## config.mk

```make
export PLATFORM = sky130hd
export DESIGN_NAME = z88_ps2_kbd
export DESIGN_NICKNAME = d
export VERILOG_FILES = /design/src/rtl/z88_kbd_pkg.sv /design/src/rtl/z88_ps2_keymap.sv /design/src/rtl/z88_ps2_kbd.sv
export SDC_FILE = /design/constraint.sdc
export NUM_CORES = 1
export LEC_CHECK = 0
export ABC_AREA = 1
export CAP_MARGIN = 15
export CORE_MARGIN = 3
export CORE_UTILIZATION = 50
export CTS_CLUSTER_SIZE = 25
export DETAILED_ROUTE_END_ITERATION = 6
export GPL_TIMING_DRIVEN = 1
export PLACE_DENSITY = 0.8
export SLEW_MARGIN = 20
export SYNTH_ARGS = -nofsm -noshare
export SYNTH_HDL_FRONTEND = slang
export SYNTH_SLANG_ARGS = --single-unit
```

## constraint.sdc

```tcl
create_clock -name clk -period 4.8 [get_ports clk]
set_input_delay 1.44 -clock clk [delete_from_list [all_inputs] [get_ports clk]]
set_output_delay 1.44 -clock clk [all_outputs]
set_load 0.05 [all_outputs]
```

## src/rtl/z88_kbd_pkg.sv

```systemverilog
// rtl/z88_kbd_pkg.sv - shared constants, keymap entry type and receiver states for the Z88 PS/2 keyboard front-end
package z88_kbd_pkg;

  // PS/2 set-2 prefix and special bytes
  localparam logic [7:0] PS2_EXT   = 8'hE0;
  localparam logic [7:0] PS2_BRK   = 8'hF0;
  localparam logic [7:0] PS2_PAUSE = 8'hE1;
  localparam logic [7:0] PS2_BAT   = 8'hAA;
  localparam logic [7:0] PS2_ACK   = 8'hFA;
  localparam logic [7:0] PS2_ECHO  = 8'hEE;
  localparam logic [7:0] PS2_OVR0  = 8'h00;
  localparam logic [7:0] PS2_OVR1  = 8'hFF;

  // Bytes to swallow after a Pause prefix (E1 14 77 E1 F0 14 F0 77)
  localparam logic [2:0] PAUSE_SKIP = 3'd7;

  typedef struct packed {
    logic       hit;
    logic [2:0] row;
    logic [2:0] col;
  } keymap_entry_t;

  typedef enum logic [1:0] {
    RX_IDLE,
    RX_DATA,
    RX_PARITY,
    RX_STOP
  } rx_state_t;

  // Build a mapped keymap entry from a row/column pair
  function automatic keymap_entry_t km(input int unsigned r, input int unsigned c);
    keymap_entry_t e;
    e.hit = 1'b1;
    e.row = r[2:0];
    e.col = c[2:0];
    return e;
  endfunction

endpackage

```

## src/rtl/z88_ps2_keymap.sv

```systemverilog
// rtl/z88_ps2_keymap.sv - combinational {ext,scancode} to Z88 matrix row/column table
module z88_ps2_keymap
  import z88_kbd_pkg::*;
(
  input  logic [8:0]    key_i,
  output keymap_entry_t entry_o
);

  // One entry per Z88 key; bit 8 of key_i is the E0 extended flag
  always_comb begin
    entry_o = '0;
    case (key_i)
      // row 0: digits 1-8
      9'h016: entry_o = km(0, 0);
      9'h01E: entry_o = km(0, 1);
      9'h026: entry_o = km(0, 2);
      9'h025: entry_o = km(0, 3);
      9'h02E: entry_o = km(0, 4);
      9'h036: entry_o = km(0, 5);
      9'h03D: entry_o = km(0, 6);
      9'h03E: entry_o = km(0, 7);
      // row 1: 9 0 - = \ DEL Q W
      9'h046: entry_o = km(1, 0);
      9'h045: entry_o = km(1, 1);
      9'h04E: entry_o = km(1, 2);
      9'h055: entry_o = km(1, 3);
      9'h05D: entry_o = km(1, 4);
      9'h066: entry_o = km(1, 5);
      9'h015: entry_o = km(1, 6);
      9'h01D: entry_o = km(1, 7);
      // row 2: E R T Y U I O P
      9'h024: entry_o = km(2, 0);
      9'h02D: entry_o = km(2, 1);
      9'h02C: entry_o = km(2, 2);
      9'h035: entry_o = km(2, 3);
      9'h03C: entry_o = km(2, 4);
      9'h043: entry_o = km(2, 5);
      9'h044: entry_o = km(2, 6);
      9'h04D: entry_o = km(2, 7);
      // row 3: [ ] TAB ESC ENTER ; ' ,
      9'h054: entry_o = km(3, 0);
      9'h05B: entry_o = km(3, 1);
      9'h00D: entry_o = km(3, 2);
      9'h076: entry_o = km(3, 3);
      9'h05A: entry_o = km(3, 4);
      9'h04C: entry_o = km(3, 5);
      9'h052: entry_o = km(3, 6);
      9'h041: entry_o = km(3, 7);
      // row 4: Z X C V S A D F
      9'h01A: entry_o = km(4, 0);
      9'h022: entry_o = km(4, 1);
      9'h021: entry_o = km(4, 2);
      9'h02A: entry_o = km(4, 3);
      9'h01B: entry_o = km(4, 4);
      9'h01C: entry_o = km(4, 5);
      9'h023: entry_o = km(4, 6);
      9'h02B: entry_o = km(4, 7);
      // row 5: G H J K L B N M
      9'h034: entry_o = km(5, 0);
      9'h033: entry_o = km(5, 1);
      9'h03B: entry_o = km(5, 2);
      9'h042: entry_o = km(5, 3);
      9'h04B: entry_o = km(5, 4);
      9'h032: entry_o = km(5, 5);
      9'h031: entry_o = km(5, 6);
      9'h03A: entry_o = km(5, 7);
      // row 6: . / pound(`) UP LSHIFT RSHIFT SPACE CAPS
      9'h049: entry_o = km(6, 0);
      9'h04A: entry_o = km(6, 1);
      9'h00E: entry_o = km(6, 2);
      9'h175: entry_o = km(6, 3);
      9'h012: entry_o = km(6, 4);
      9'h059: entry_o = km(6, 5);
      9'h029: entry_o = km(6, 6);
      9'h058: entry_o = km(6, 7);
      // row 7: LEFT RIGHT DOWN HELP(F1) INDEX(F2) MENU(F3) DIAMOND(LCTRL) SQUARE(LALT)
      9'h16B: entry_o = km(7, 0);
      9'h174: entry_o = km(7, 1);
      9'h172: entry_o = km(7, 2);
      9'h005: entry_o = km(7, 3);
      9'h006: entry_o = km(7, 4);
      9'h004: entry_o = km(7, 5);
      9'h014: entry_o = km(7, 6);
      9'h011: entry_o = km(7, 7);
      default: entry_o = '0;
    endcase
  end

endmodule

```

## src/rtl/z88_ps2_kbd.sv

```systemverilog
// rtl/z88_ps2_kbd.sv - PS/2 set-2 receiver and decoder producing the 64-bit Z88 key matrix (option: PS2_TIMEOUT_EN)
module z88_ps2_kbd
  import z88_kbd_pkg::*;
#(
  parameter int unsigned FILTER_LEN  = 8,
  parameter int unsigned TIMEOUT_CYC = 100000
) (
  input  logic        rst,
  input  logic        clk,
  input  logic        ps2_clk,
  input  logic        ps2_data,
  output logic [63:0] kb_matrix,
  output logic        scan_vld,
  output logic [7:0]  scan_code,
  output logic        scan_err
);

  localparam int unsigned FW = $clog2(FILTER_LEN + 1);
  localparam logic [FW-1:0] F_LAST = FW'(FILTER_LEN - 1);

  // The timeout counter is 17 bits wide; refuse values it cannot reach
  if (TIMEOUT_CYC < 2 || TIMEOUT_CYC > 131071) begin : g_to_range
    $error("TIMEOUT_CYC out of range for 17-bit counter");
  end

  logic            clk_s1_q, clk_s2_q, dat_s1_q, dat_s2_q;
  logic            filt_q, filt_d;
  logic [FW-1:0]   fcnt_q, fcnt_d;
  logic            fall;

  rx_state_t       state_q, state_d;
  logic [2:0]      bitcnt_q, bitcnt_d;
  logic [7:0]      shift_q, shift_d;
  logic            par_q, par_d;
  logic            vld_q, vld_d;
  logic            err_q, err_d;
  logic [7:0]      code_q, code_d;

  logic            ext_q, ext_d;
  logic            brk_q, brk_d;
  logic [2:0]      pause_q, pause_d;
  logic [63:0]     kb_q, kb_d;
  keymap_entry_t   entry;

`ifdef PS2_TIMEOUT_EN
  localparam logic [16:0] TO_LAST = 17'(TIMEOUT_CYC - 1);
  logic [16:0]     to_q, to_d;
`endif

  // Two-flop synchronisers; lines idle high
  always_ff @(posedge clk or posedge rst) begin
    if (rst) begin
      clk_s1_q <= 1'b1;
      clk_s2_q <= 1'b1;
      dat_s1_q <= 1'b1;
      dat_s2_q <= 1'b1;
    end else begin
      clk_s1_q <= ps2_clk;
      clk_s2_q <= clk_s1_q;
      dat_s1_q <= ps2_data;
      dat_s2_q <= dat_s1_q;
    end
  end

  // Glitch filter: accept a new ps2_clk level after FILTER_LEN differing samples; flag falls
  always_comb begin
    filt_d = filt_q;
    fcnt_d = '0;
    fall   = 1'b0;
    if (clk_s2_q != filt_q) begin
      if (fcnt_q == F_LAST) begin
        filt_d = clk_s2_q;
        fall   = filt_q;
      end else begin
        fcnt_d = fcnt_q + 1'b1;
      end
    end
  end

  // Receiver next state: frame is start, 8 data LSB first, odd parity, stop
  always_comb begin
    state_d  = state_q;
    bitcnt_d = bitcnt_q;
    shift_d  = shift_q;
    par_d    = par_q;
    vld_d    = 1'b0;
    err_d    = 1'b0;
    code_d   = code_q;
    if (fall) begin
      case (state_q)
        RX_IDLE: begin
          if (!dat_s2_q) begin
            state_d  = RX_DATA;
            bitcnt_d = 3'd0;
          end
        end
        RX_DATA: begin
          shift_d  = {dat_s2_q, shift_q[7:1]};
          bitcnt_d = bitcnt_q + 3'd1;
          if (bitcnt_q == 3'd7) state_d = RX_PARITY;
        end
        RX_PARITY: begin
          par_d   = dat_s2_q;
          state_d = RX_STOP;
        end
        RX_STOP: begin
          if (dat_s2_q && (^{shift_q, par_q})) begin
            vld_d  = 1'b1;
            code_d = shift_q;
          end else begin
            err_d = 1'b1;
          end
          state_d = RX_IDLE;
        end
        default: state_d = RX_IDLE;
      endcase
    end
`ifdef PS2_TIMEOUT_EN
    to_d = to_q + 17'd1;
    if (state_q == RX_IDLE || fall) begin
      to_d = '0;
    end else if (to_q == TO_LAST) begin
      to_d    = '0;
      state_d = RX_IDLE;
      err_d   = 1'b1;
    end
`endif
  end

  z88_ps2_keymap u_keymap (
    .key_i   ({ext_q, code_q}),
    .entry_o (entry)
  );

  // Decoder: prefix tracking and matrix update, one cycle after each received byte
  always_comb begin
    kb_d    = kb_q;
    ext_d   = ext_q;
    brk_d   = brk_q;
    pause_d = pause_q;
    if (err_q) begin
      ext_d = 1'b0;
      brk_d = 1'b0;
    end else if (vld_q) begin
      if (pause_q != 3'd0) begin
        pause_d = pause_q - 3'd1;
      end else begin
        case (code_q)
          PS2_EXT:   ext_d   = 1'b1;
          PS2_BRK:   brk_d   = 1'b1;
          PS2_PAUSE: pause_d = PAUSE_SKIP;
          PS2_BAT, PS2_ACK, PS2_ECHO: ;
          PS2_OVR0, PS2_OVR1: begin
            kb_d  = '1;
            ext_d = 1'b0;
            brk_d = 1'b0;
          end
          default: begin
            if (entry.hit) kb_d[{entry.row, entry.col}] = brk_q;
            ext_d = 1'b0;
            brk_d = 1'b0;
          end
        endcase
      end
    end
  end

  // State registers for filter, receiver and decoder
  always_ff @(posedge clk or posedge rst) begin
    if (rst) begin
      filt_q   <= 1'b1;
      fcnt_q   <= '0;
      state_q  <= RX_IDLE;
      bitcnt_q <= '0;
      shift_q  <= '0;
      par_q    <= 1'b0;
      vld_q    <= 1'b0;
      err_q    <= 1'b0;
      code_q   <= '0;
      ext_q    <= 1'b0;
      brk_q    <= 1'b0;
      pause_q  <= '0;
      kb_q     <= '1;
`ifdef PS2_TIMEOUT_EN
      to_q     <= '0;
`endif
    end else begin
      filt_q   <= filt_d;
      fcnt_q   <= fcnt_d;
      state_q  <= state_d;
      bitcnt_q <= bitcnt_d;
      shift_q  <= shift_d;
      par_q    <= par_d;
      vld_q    <= vld_d;
      err_q    <= err_d;
      code_q   <= code_d;
      ext_q    <= ext_d;
      brk_q    <= brk_d;
      pause_q  <= pause_d;
      kb_q     <= kb_d;
`ifdef PS2_TIMEOUT_EN
      to_q     <= to_d;
`endif
    end
  end

  assign kb_matrix = kb_q;
  assign scan_vld  = vld_q;
  assign scan_code = code_q;
  assign scan_err  = err_q;

endmodule

```

# Word-level counts from Yosys, hierarchy flattened
# Cells that the tools add are included.
# Widths: inputs -> output; s select.
dict set report word_totals {
  reg_bits 102
  inputBits 4
  elab_cells 162
}
dict set report classes {
  reduce_logical 24
  n_lt_le_gt_ge 2
  eq_ne 82
  bitwise 3
  muxes 31
  addsub 3
}
# op n
set ops {}
lappend ops {{$pmux 7 s64} 1}
lappend ops {{$eq 9x6->1 const B} 23}
lappend ops {{$eq 9x7->1 const B} 22}
lappend ops {{$pmux 64 s2} 1}
lappend ops {{$eq 9x5->1 const B} 10}
lappend ops {{$bwmux 64} 1}
lappend ops {{$mux 64} 1}
lappend ops {{$eq 8x8->1 const B} 7}
lappend ops {{$eq 9x9->1 const B} 4}
lappend ops {{$eq 9x3->1 const B} 3}
lappend ops {{$eq 9x4->1 const B} 2}
lappend ops {{$reduce_and 3->1} 6}
lappend ops {{$mux 1} 15}
lappend ops {{$reduce_or 5->1} 2}
lappend ops {{$mux 3} 3}
lappend ops {{$reduce_xor 9->1} 1}
lappend ops {{$logic_not 8->1} 1}
lappend ops {{$mux 4} 2}
lappend ops {{$pmux 2 s4} 1}
lappend ops {{$reduce_bool 2->1} 4}
lappend ops {{$lt 6x7->1 const B} 1}
lappend ops {{$demux 1 s6} 1}
lappend ops {{$ge 6x1->1 const B} 1}
lappend ops {{$ne 2x2->1 const B} 3}
lappend ops {{20 further kinds} 29}

# Logic depth before layout (Yosys ltp)
# Gate-level depths: netlist of the first run.
dict set report logic_depth {
  word_depth 9
  depth_mapped 18
  mapped_depth_nobuf 17
}

# Modules after synthesis
# From an unflattened synthesis of the first run, not the netlist that was laid out.
dict set report hier_totals {
  hier_cells 1160
  area_unflattened_um2 7490.9
}
# module cells_per_inst instances area_each_um2 seq_area_each_um2
set modules_own_cells {}
lappend modules_own_cells {z88_ps2_kbd 927 1 6513.7 2638.8}
lappend modules_own_cells {z88_ps2_keymap 233 1 977.2 0.0}

# Worst setup path before layout of the first run
# Ideal clock, no wire load.
dict set report synth_path {
  path_kind {reg-to-reg}
  start {register code_q[0], in the netlist scan_code[0]}
  end {register kb_q[10], in the netlist kb_matrix[10]}
  stages_incl_launch_ff 17
  required_time_ps 4719
  t_arrival_ps 2273
  setup_ps 81
  path_buffers 3
  slack_ps 2446
  cell_sequence {dfrtp_1 buf_2 nor2_1 nand2_2 nor2_1 nor2_1 nand2_1 nor2_1 nand2_1 nor2_1 nand3_1 nand2_2 buf_6 buf_6 nor2_1 nand2_1 nand2_1}
}
dict set report synth_between {
  elab_chain_len 9
  elab_cells_between_ends 86
  cone_classes {order compare (2); eq/ne (71); mux (6); bitwise (1); reduce/logical (6)}
}
# element line_no
set synth_rtl {}
lappend synth_rtl {{start: declaration} z88_ps2_kbd.sv:37} ;# logic [7:0] code_q, code_d;
lappend synth_rtl {{start signal: assignment} z88_ps2_kbd.sv:196} ;# code_q <= code_d;
lappend synth_rtl {{$eq 9x5->1, or another cell as far along} z88_ps2_keymap.sv:12} ;# case (key_i)
lappend synth_rtl {{$pmux 7 s64} z88_ps2_keymap.sv:12}
lappend synth_rtl {{$lt 6x7->1 (not written as such) / $ge 6x1->1 (equally long branches)} z88_ps2_kbd.sv:159} ;# if (entry.hit) kb_d[{entry.row, entry.col}] = brk_q;
lappend synth_rtl {{$logic_and 1x1->1 (not written as such)} z88_ps2_kbd.sv:159}
lappend synth_rtl {{$mux 1 (not written as such)} z88_ps2_kbd.sv:159}
lappend synth_rtl {{$demux 1 s6} z88_ps2_kbd.sv:159}
lappend synth_rtl {{$bwmux 64} z88_ps2_kbd.sv:159}
lappend synth_rtl {{$mux 64} z88_ps2_kbd.sv:159}
lappend synth_rtl {{$pmux 64 s2} z88_ps2_kbd.sv:148} ;# case (code_q)
lappend synth_rtl {{end signal: assignment} z88_ps2_kbd.sv:200} ;# kb_q <= kb_d;
lappend synth_rtl {{end: declaration} z88_ps2_kbd.sv:42} ;# logic [63:0] kb_q, kb_d;
# Parallel ways exist; a longest one is shown, timed or not. The select of a mux whose other input is x is not followed.
# A chain may end at the register's enable or synchronous reset.

# Worst setup path after layout of the first run
dict set report layout_path {
  start {register ext_q}
  end {register kb_q[46], in the netlist kb_matrix[46]}
}
dict set report layout_between {
  elab_chain_len 9
  elab_cells_between_ends 75
  cone_classes {order compare (2); eq/ne (64); mux (6); reduce/logical (3)}
}
# element line_no
set layout_rtl {}
lappend layout_rtl {{start: declaration} z88_ps2_kbd.sv:39} ;# logic ext_q, ext_d;
lappend layout_rtl {{start signal: assignment} z88_ps2_kbd.sv:197} ;# ext_q <= ext_d;
lappend layout_rtl {{$eq 9x5->1, or another cell as far along} z88_ps2_keymap.sv:12}
lappend layout_rtl {{$pmux 7 s64 *} z88_ps2_keymap.sv:12}
lappend layout_rtl {{$lt 6x7->1 (not written as such) / $ge 6x1->1 (equally long branches)} z88_ps2_kbd.sv:159}
lappend layout_rtl {{$logic_and 1x1->1 (not written as such)} z88_ps2_kbd.sv:159}
lappend layout_rtl {{$mux 1 (not written as such)} z88_ps2_kbd.sv:159}
lappend layout_rtl {{$demux 1 s6} z88_ps2_kbd.sv:159}
lappend layout_rtl {{$bwmux 64} z88_ps2_kbd.sv:159}
lappend layout_rtl {{$mux 64} z88_ps2_kbd.sv:159}
lappend layout_rtl {{$pmux 64 s2} z88_ps2_kbd.sv:148}
# Every way passes the cells marked *; elsewhere a longest branch is shown, timed or not. The select of a mux whose other input is x is not followed.

==> flow_summary_export.csv, run 1 <==
group,metric,value,unit
power_and_ir_drop,p_int,1.26,mW
place,gp_congestion,1.03,
cells_and_area,stdcell_count,1209,
routing,dr_total_vias,6436,
cells_and_area,area.growth.synth_to_final,17.3,%
power_and_ir_drop,pwr-share-seq,54.2,%
clock_network,h-tree-depth,3,
power_and_ir_drop,p_leak,3.56,nW
clock_network,postCtsSetupBuffers,0,
clock_network,cts_hold_buf,0,
routing,drc,0,
sta,rsz0062_at_grt,"false",
die,die-height,120,microns
place,place_area,7280,sq um
die,die_x,120,microns
global_route,grt-ovfl-total,0,
logic_synthesis,synth_fp_nets,996,
global_route,grt_max_degree,80,
logic_synthesis,synthTopCellsByArea,"dfstp_2 (28%), nand2_1 (21%), dfrtp_1 (13%), nor2_1 (10%), o21ai_0 (6.4%)",
global_route,grt_pass1_vias,5806,
sta,fin_crit,3.40,ns
power_and_ir_drop,combinationalPowerShare,2.8,%
logic_synthesis,ys_types,29,
place,portBuffers,77,
sta,fin_skew,0.00862,ns
logic_synthesis,synth-seq-cells,102,
place,dpl.cell_count,1193,
setup_path,end_kind,"register",
run,drv_cap,0,
routing,ant_nets,0,
die,pin_count,78,
clock_network,clockBufferDepth,2,
sta,worstMarginPinSlew,0.816,ns
die,die-area,14300,sq um
logic_synthesis,yosysMostFrequentCell,"nand2_1",
routing,wl_per_cell,15.2,microns
sta,finalHoldViolCount,0,
power_and_ir_drop,p_total,1.64,mW
clock_network,ctsResizeCount,0,
logic_synthesis,ys_seq_area_share,40.9,%
cells_and_area,multi_input_area,3370,sq um
setup_path,path_class,"reg2reg",
clock_network,root_buffer,"clkbuf_16",
logic_synthesis,synthCells,983,
clock_network,cts_sinks,102,
sta,setup_viol,0,
global_route,grt_usage,26.0,%
sta,timing.final.crit_share,70.8,%
logic_synthesis,synth.top_cell.area_share,28.1,%
logic_synthesis,async_reset_ff_share,100,%
logic_synthesis,synth_largest_area_cell,"dfstp_2",
sta,slew_violations,0,
cells_and_area,fill_cells,1178,
cells_and_area,final_area,7560,sq um
outcome,status,"completed",
logic_synthesis,ys.warnings.count,0,
setup_path,critical_path.startpoint_type,"register",
clock_network,clock_latency,0.35,ns
global_route,antenna_found_initial,0,
setup_path,required,5.10,ns
cells_and_area,n_antenna_cell,0,
clock_network,numCtsBuffers,9,
die,coreArea,12300,sq um
routing,via_per_inst,5.32,
sta,max_slew_margin,45.5,%
power_and_ir_drop,pwr-share-clk,42.9,%
logic_synthesis,synth_edf_count,0,
cells_and_area,seq_area,2640,sq um
sta,fin_setup_tns,0,ns
setup_path,cp_max_fo,78,
setup_path,crit_arrival,3.70,ns
cells_and_area,final_net_count,1049,
die,rows,40,
sta,fmax,294,MHz
routing,drt_iter0_drc,638,
cells_and_area,drive_gt1_share,11.2,%
power_and_ir_drop,switching_share,23.6,%
worst_hold_path,hp-class,"reg2reg",
place,place.detailed.hpwl,13300,microns
logic_synthesis,syn_avg_cell_area,6.56,sq um
global_route,grt_pass1_wl,29800,microns
power_and_ir_drop,max-vdd-ir-drop,0.000164,V
logic_synthesis,synth_top_cells_by_count,"nand2_1 (369), nor2_1 (172), o21ai_0 (83), dfstp_2 (69), nand3_1 (62)",
routing,firstDrtPassIters,5,
clock_network,path_clk_slew,0.07,ns
logic_synthesis,netlist_area,6450,sq um
sta,hold-worst-slack,0.357,ns
power_and_ir_drop,p_per_area,217,nW/um^2
logic_synthesis,synth_flop_cell,"dfstp_2",
die,initial_core_util,52.4,%
routing,wl,18400,microns
clock_network,cts_tree,"yes",
power_and_ir_drop,switchingPower,0.387,mW
## layer usage
layer  GRT usage [%]  part of all wire [%]
met1            38.0                    47
met2            39.0                    44
met3            4.01                   6.2
met4            9.88                   2.8
met5               0                     0
## per-stage QoR
step | setup WS (ns) | util (%)
2_1_floorplan | 0.799 | -
3_3_place_gp | 1.61 | 59.1
3_5_place_dp | 1.47 | 59.1
4_1_cts | 1.46 | 61.4
5_1_grt | 1.09 | 61.4
6_report | 1.40 | 61.4
## final cells by class
type                            instances  area share [%]
Clock buffer                            9            2.98
Tap cell                              168            2.78
Multi-Input combinational cell        778            44.6
Timing Repair Buffer                   82            10.9
Inverter                               63            3.16
Clock inverter                          7           0.744
Sequential cell                       102            34.9
## state kept, by name (all words and copies together) (netlist names)
signal and count:
filt_q 1, clk_s1_q 1, shift_q 8, brk_q 1, dat_s1_q 1, par_q 1
fcnt_q 4, scan_code 8, scan_vld 1, dat_s2_q 1, ext_q 1, pause_q 3
kb_matrix 64, state_q 2, bitcnt_q 3, scan_err 1, clk_s2_q 1
## critical path: stages, from the launching register on
cell and delay (ns):
dfrtp_1 0.87, inv_2 0.33, nand3_1 0.28, nor2_1 0.13, nor2_1 0.26, nand2_1 0.12
nor2_1 0.10, nand2_1 0.06, nor2_1 0.14, nand3_1 0.10, nand2_2 0.11, buf_4 0.54
o21ai_0 0.18, nand2_1 0.09
## placed cells by master, fill, tap and decap left out, drive strengths merged
master and n:
a31oi 5, nand2 373, mux2 1, and2 2, nand4 4, nor2 180, xor2 6, a21oi 8
clkbuf 9, o31ai 1, clkinv 4, o21ai 93, buf 5, xnor2 4, clkdlybuf4s50 77, nor3 29
ha 9, nand3 62, inv 66, dfrtp 33, a22o 1, dfstp 69
## power groups by stage
| stage | Sequential [mW] | Clock [mW] | Combinational (mW) |
|---|---|---|---|
| floorplan | 0.903 | 0 | 0.0341 |
| global placement | 0.905 | 0 | 0.0473 |
| detailed placement | 0.905 | 0 | 0.0484 |
| CTS | 0.891 | 0.723 | 0.0483 |
| global route | 0.893 | 0.755 | 0.0573 |
| finish | 0.891 | 0.705 | 0.0468 |
## cells by family after synthesis
| logic type | Yosys count | share of synthesized area, % |
|---|---|---|
| buf+inv | 103 | 6.74 |
| fa+ha+maj | 9 | 1.75 |
| mux | 1 | 0.175 |
| compound gates | 108 | 8.58 |
| flops | 102 | 40.9 |
| simple gates | 650 | 40.5 |
| xor+xnor | 10 | 1.36 |
## path summary, 6_finish.rpt
kind                            startpoint       endpoint  slack [ns]  cells past startpoint
worst max-delay path                 ext_q  kb_matrix[46]        1.40                     13
worst min-delay path              clk_s1_q       clk_s2_q        0.36                      0
worst max register to register       ext_q  kb_matrix[46]        1.40                     13
worst min register to register    clk_s1_q       clk_s2_q        0.36                      0
max in group asynchronous              rst  kb_matrix[44]        2.51                      3
min in group asynchronous              rst          ext_q        1.56                      2
Note: power is estimated with default switching activity, not from simulation.
==> inputs of run 2 (changes only) <==
==> constraint.sdc (replaced) <==
create_clock -name clk -period 3.3 [get_ports clk]
set_input_delay 0.99 -clock clk [delete_from_list [all_inputs] [get_ports clk]]
set_output_delay 0.99 -clock clk [all_outputs]
set_load 0.05 [all_outputs]
==> run 2 against run 1 <==
Clock skew is essentially flat; die area unchanged; via count fell by 0.47%; core utilization is 0.55 points higher; flip-flop and latch count is the same; fmax grew 18%; worst setup slack got worse by 0.98 ns; sequential power is 46% higher; first-iteration DRC count grew 14%; clock power is 46% higher; critical path depth increased by 2; non-clock buffer count up 7; critical endpoint is now kb_matrix[18]; highest routed layer unchanged.
==> flow_summary_export.csv, run 2 (synthesis results as in run 1) <==
group,metric,value,unit
worst_hold_path,hp-class,"reg2reg",
global_route,antenna_found_initial,0,
cells_and_area,area.growth.synth_to_final,18.4,%
routing,via_per_inst,5.27,
outcome,status,"completed",
cells_and_area,drive_gt1_share,11.7,%
clock_network,cts_tree,"yes",
sta,slew_violations,0,
cells_and_area,n_antenna_cell,0,
setup_path,required,3.59,ns
power_and_ir_drop,p_leak,3.58,nW
clock_network,ctsResizeCount,0,
sta,finalHoldViolCount,0,
place,place_area,7350,sq um
cells_and_area,final_area,7630,sq um
clock_network,h-tree-depth,3,
power_and_ir_drop,combinationalPowerShare,2.8,%
global_route,grt-ovfl-total,0,
routing,drc,0,
power_and_ir_drop,switchingPower,0.566,mW
routing,drt_iter0_drc,727,
clock_network,postCtsSetupBuffers,0,
cells_and_area,final_common_cell,"nand2_1",
place,dp_worst_setup_slack,0.472,ns
cells_and_area,fill_cells,1217,
routing,wl_per_cell,15.0,microns
sta,rsz0062_at_grt,"false",
global_route,grt_pass1_wl,30000,microns
cells_and_area,largest_reg_flops,64,
cells_and_area,multi_input_area,3370,sq um
power_and_ir_drop,switching_share,23.6,%
global_route,grt_pass1_vias,6017,
die,initial_core_util,52.4,%
sta,worstMarginPinSlew,0.822,ns
sta,setup_viol,0,
global_route,grt_usage,26.1,%
setup_path,slowest_delay,0.48,ns
routing,dr_total_vias,6406,
clock_network,clockBufferDepth,2,
power_and_ir_drop,p_total,2.39,mW
clock_network,clock_latency,0.36,ns
setup_path,worstPathCellList,"nor2_2 > nand2_2 > nor2_2 > nand2_1 > nand3_1 > nor2_1 > nand2_1 > nor2_1 > nand3_1 > nand2_2 > inv_2 > buf_12 > nand2_1 > nand2_1 > nand2_1",
setup_path,end_kind,"register",
sta,fmax,348,MHz
die,pin_count,78,
clock_network,cts_hold_buf,0,
sta,fin_skew,0.00875,ns
power_and_ir_drop,pwr-share-clk,43.1,%
setup_path,worst_r2r_path_depth,15,
die,die_x,120,microns
place,place.detailed.hpwl,13300,microns
setup_path,path_class,"reg2reg",
run,drv_cap,0,
place,portBuffers,77,
sta,max_slew_margin,45.2,%
global_route,grt_max_degree,103,
setup_path,crit_arrival,3.16,ns
routing,wl,18200,microns
sta,fin_crit,2.88,ns
clock_network,numCtsBuffers,9,
die,rows,40,
sta,fin_setup_tns,0,ns
setup_path,cp_max_fo,24,
clock_network,path_clk_slew,0.07,ns
cells_and_area,seq_area,2640,sq um
worst_hold_path,min_path_cells,0,
power_and_ir_drop,max-vdd-ir-drop,0.000320,V
cells_and_area,final_net_count,1056,
sta,setup_ws,0.423,ns
die,die-area,14300,sq um
power_and_ir_drop,p_per_area,314,nW/um^2
power_and_ir_drop,pwr-share-seq,54.1,%
setup_path,cpMaxStageDelayCell,"dfrtp_1",
setup_path,critical_path.startpoint_type,"register",
place,gp_congestion,1.05,
clock_network,root_buffer,"clkbuf_16",
clock_network,cts_sinks,102,
setup_path,timing.critical_path.mode_cell,"nand2_1",
die,coreArea,12300,sq um
cells_and_area,mostFrequentLayoutCells,"nand2_1 (369), nor2_1 (172), o21ai_0 (83), clkdlybuf4s50_1 (77), dfstp_2 (69)",
power_and_ir_drop,p_int,1.83,mW
routing,firstDrtPassIters,6,
routing,ant_nets,0,
sta,timing.final.crit_share,87.2,%
die,die-height,120,microns
-- run 2: cell types whose count changed in the layout (fill, tap and decap cells not counted), sizes merged --
cell / delta
clkinvlp: +4
buf: +7
inv: -1
clkinv: -4
clkbuf: +1
-- run 2: critical path: cells and delay by family, from the launching register on --
kind / cells / cell delay, ns
flops: 1 / 0.48
buf+inv: 2 / 0.48
simple gates: 13 / 1.83
-- run 2: power groups by stage --
stage	Sequential (mW)	Clock, mW	Combinational, mW
after global routing	1.30	1.11	0.0820
after CTS	1.30	1.06	0.0704
after floorplan	1.31	0	0.0499
final	1.30	1.03	0.0673
after global placement	1.32	0	0.0687
after detailed placement	1.32	0	0.0705
-- run 2: worst paths after layout --
path                               from            end  slack [ns]
max                        scan_code[7]  kb_matrix[18]        0.42
min                            dat_s1_q       dat_s2_q        0.36
max reg2reg                scan_code[7]  kb_matrix[18]        0.42
min reg2reg                    dat_s1_q       dat_s2_q        0.36
max in group asynchronous           rst  kb_matrix[56]        1.75
min in group asynchronous           rst      fcnt_q[2]        1.13
-- run 2: cell type report --
| cell class | instances | area share (%) |
|---|---|---|
| flip-flops and latches | 102 | 34.6 |
| clock inverters | 6 | 0.705 |
| inverters | 63 | 3.15 |
| repair buffers | 89 | 11.6 |
| multi-input cells | 778 | 44.2 |
| clock buffers | 10 | 3.00 |
| well taps | 168 | 2.75 |
-- run 2: per-stage QoR --
step | hold WS [ns] | instances | util (%)
4_1_cts | 0.359 | 1216 | 62.0
3_5_place_dp | 0.348 | 1200 | 59.7
2_1_floorplan | 0.345 | 983 | -
3_3_place_gp | 0.346 | 1200 | 59.7
6_report | 0.358 | 1216 | 62.0
5_1_grt | 0.360 | 1216 | 62.0
-- run 2: per-layer routing --
layer / track usage (%) / up-vias / routed length, microns
li1: - / 3235 / -
met1: 36.3 / 2889 / 8110
met2: 40.3 / 229 / 8230
met3: 4.34 / 53 / 1200
met4: 11.6 / 0 / 713
met5: 0 / - / 0
==> inputs of run 3 (changes only) <==
--- a/config.mk
+++ b/config.mk
@@ -6,6 +6,7 @@
 export NUM_CORES = 1
 export LEC_CHECK = 0
 export ABC_AREA = 1
+export ABC_CLOCK_PERIOD_IN_PS = 3300
 export CAP_MARGIN = 15
 export CORE_MARGIN = 3
 export CORE_UTILIZATION = 50
==> results of run 3 <==
Final layout, timing and power as in run 2 (identical DEF).
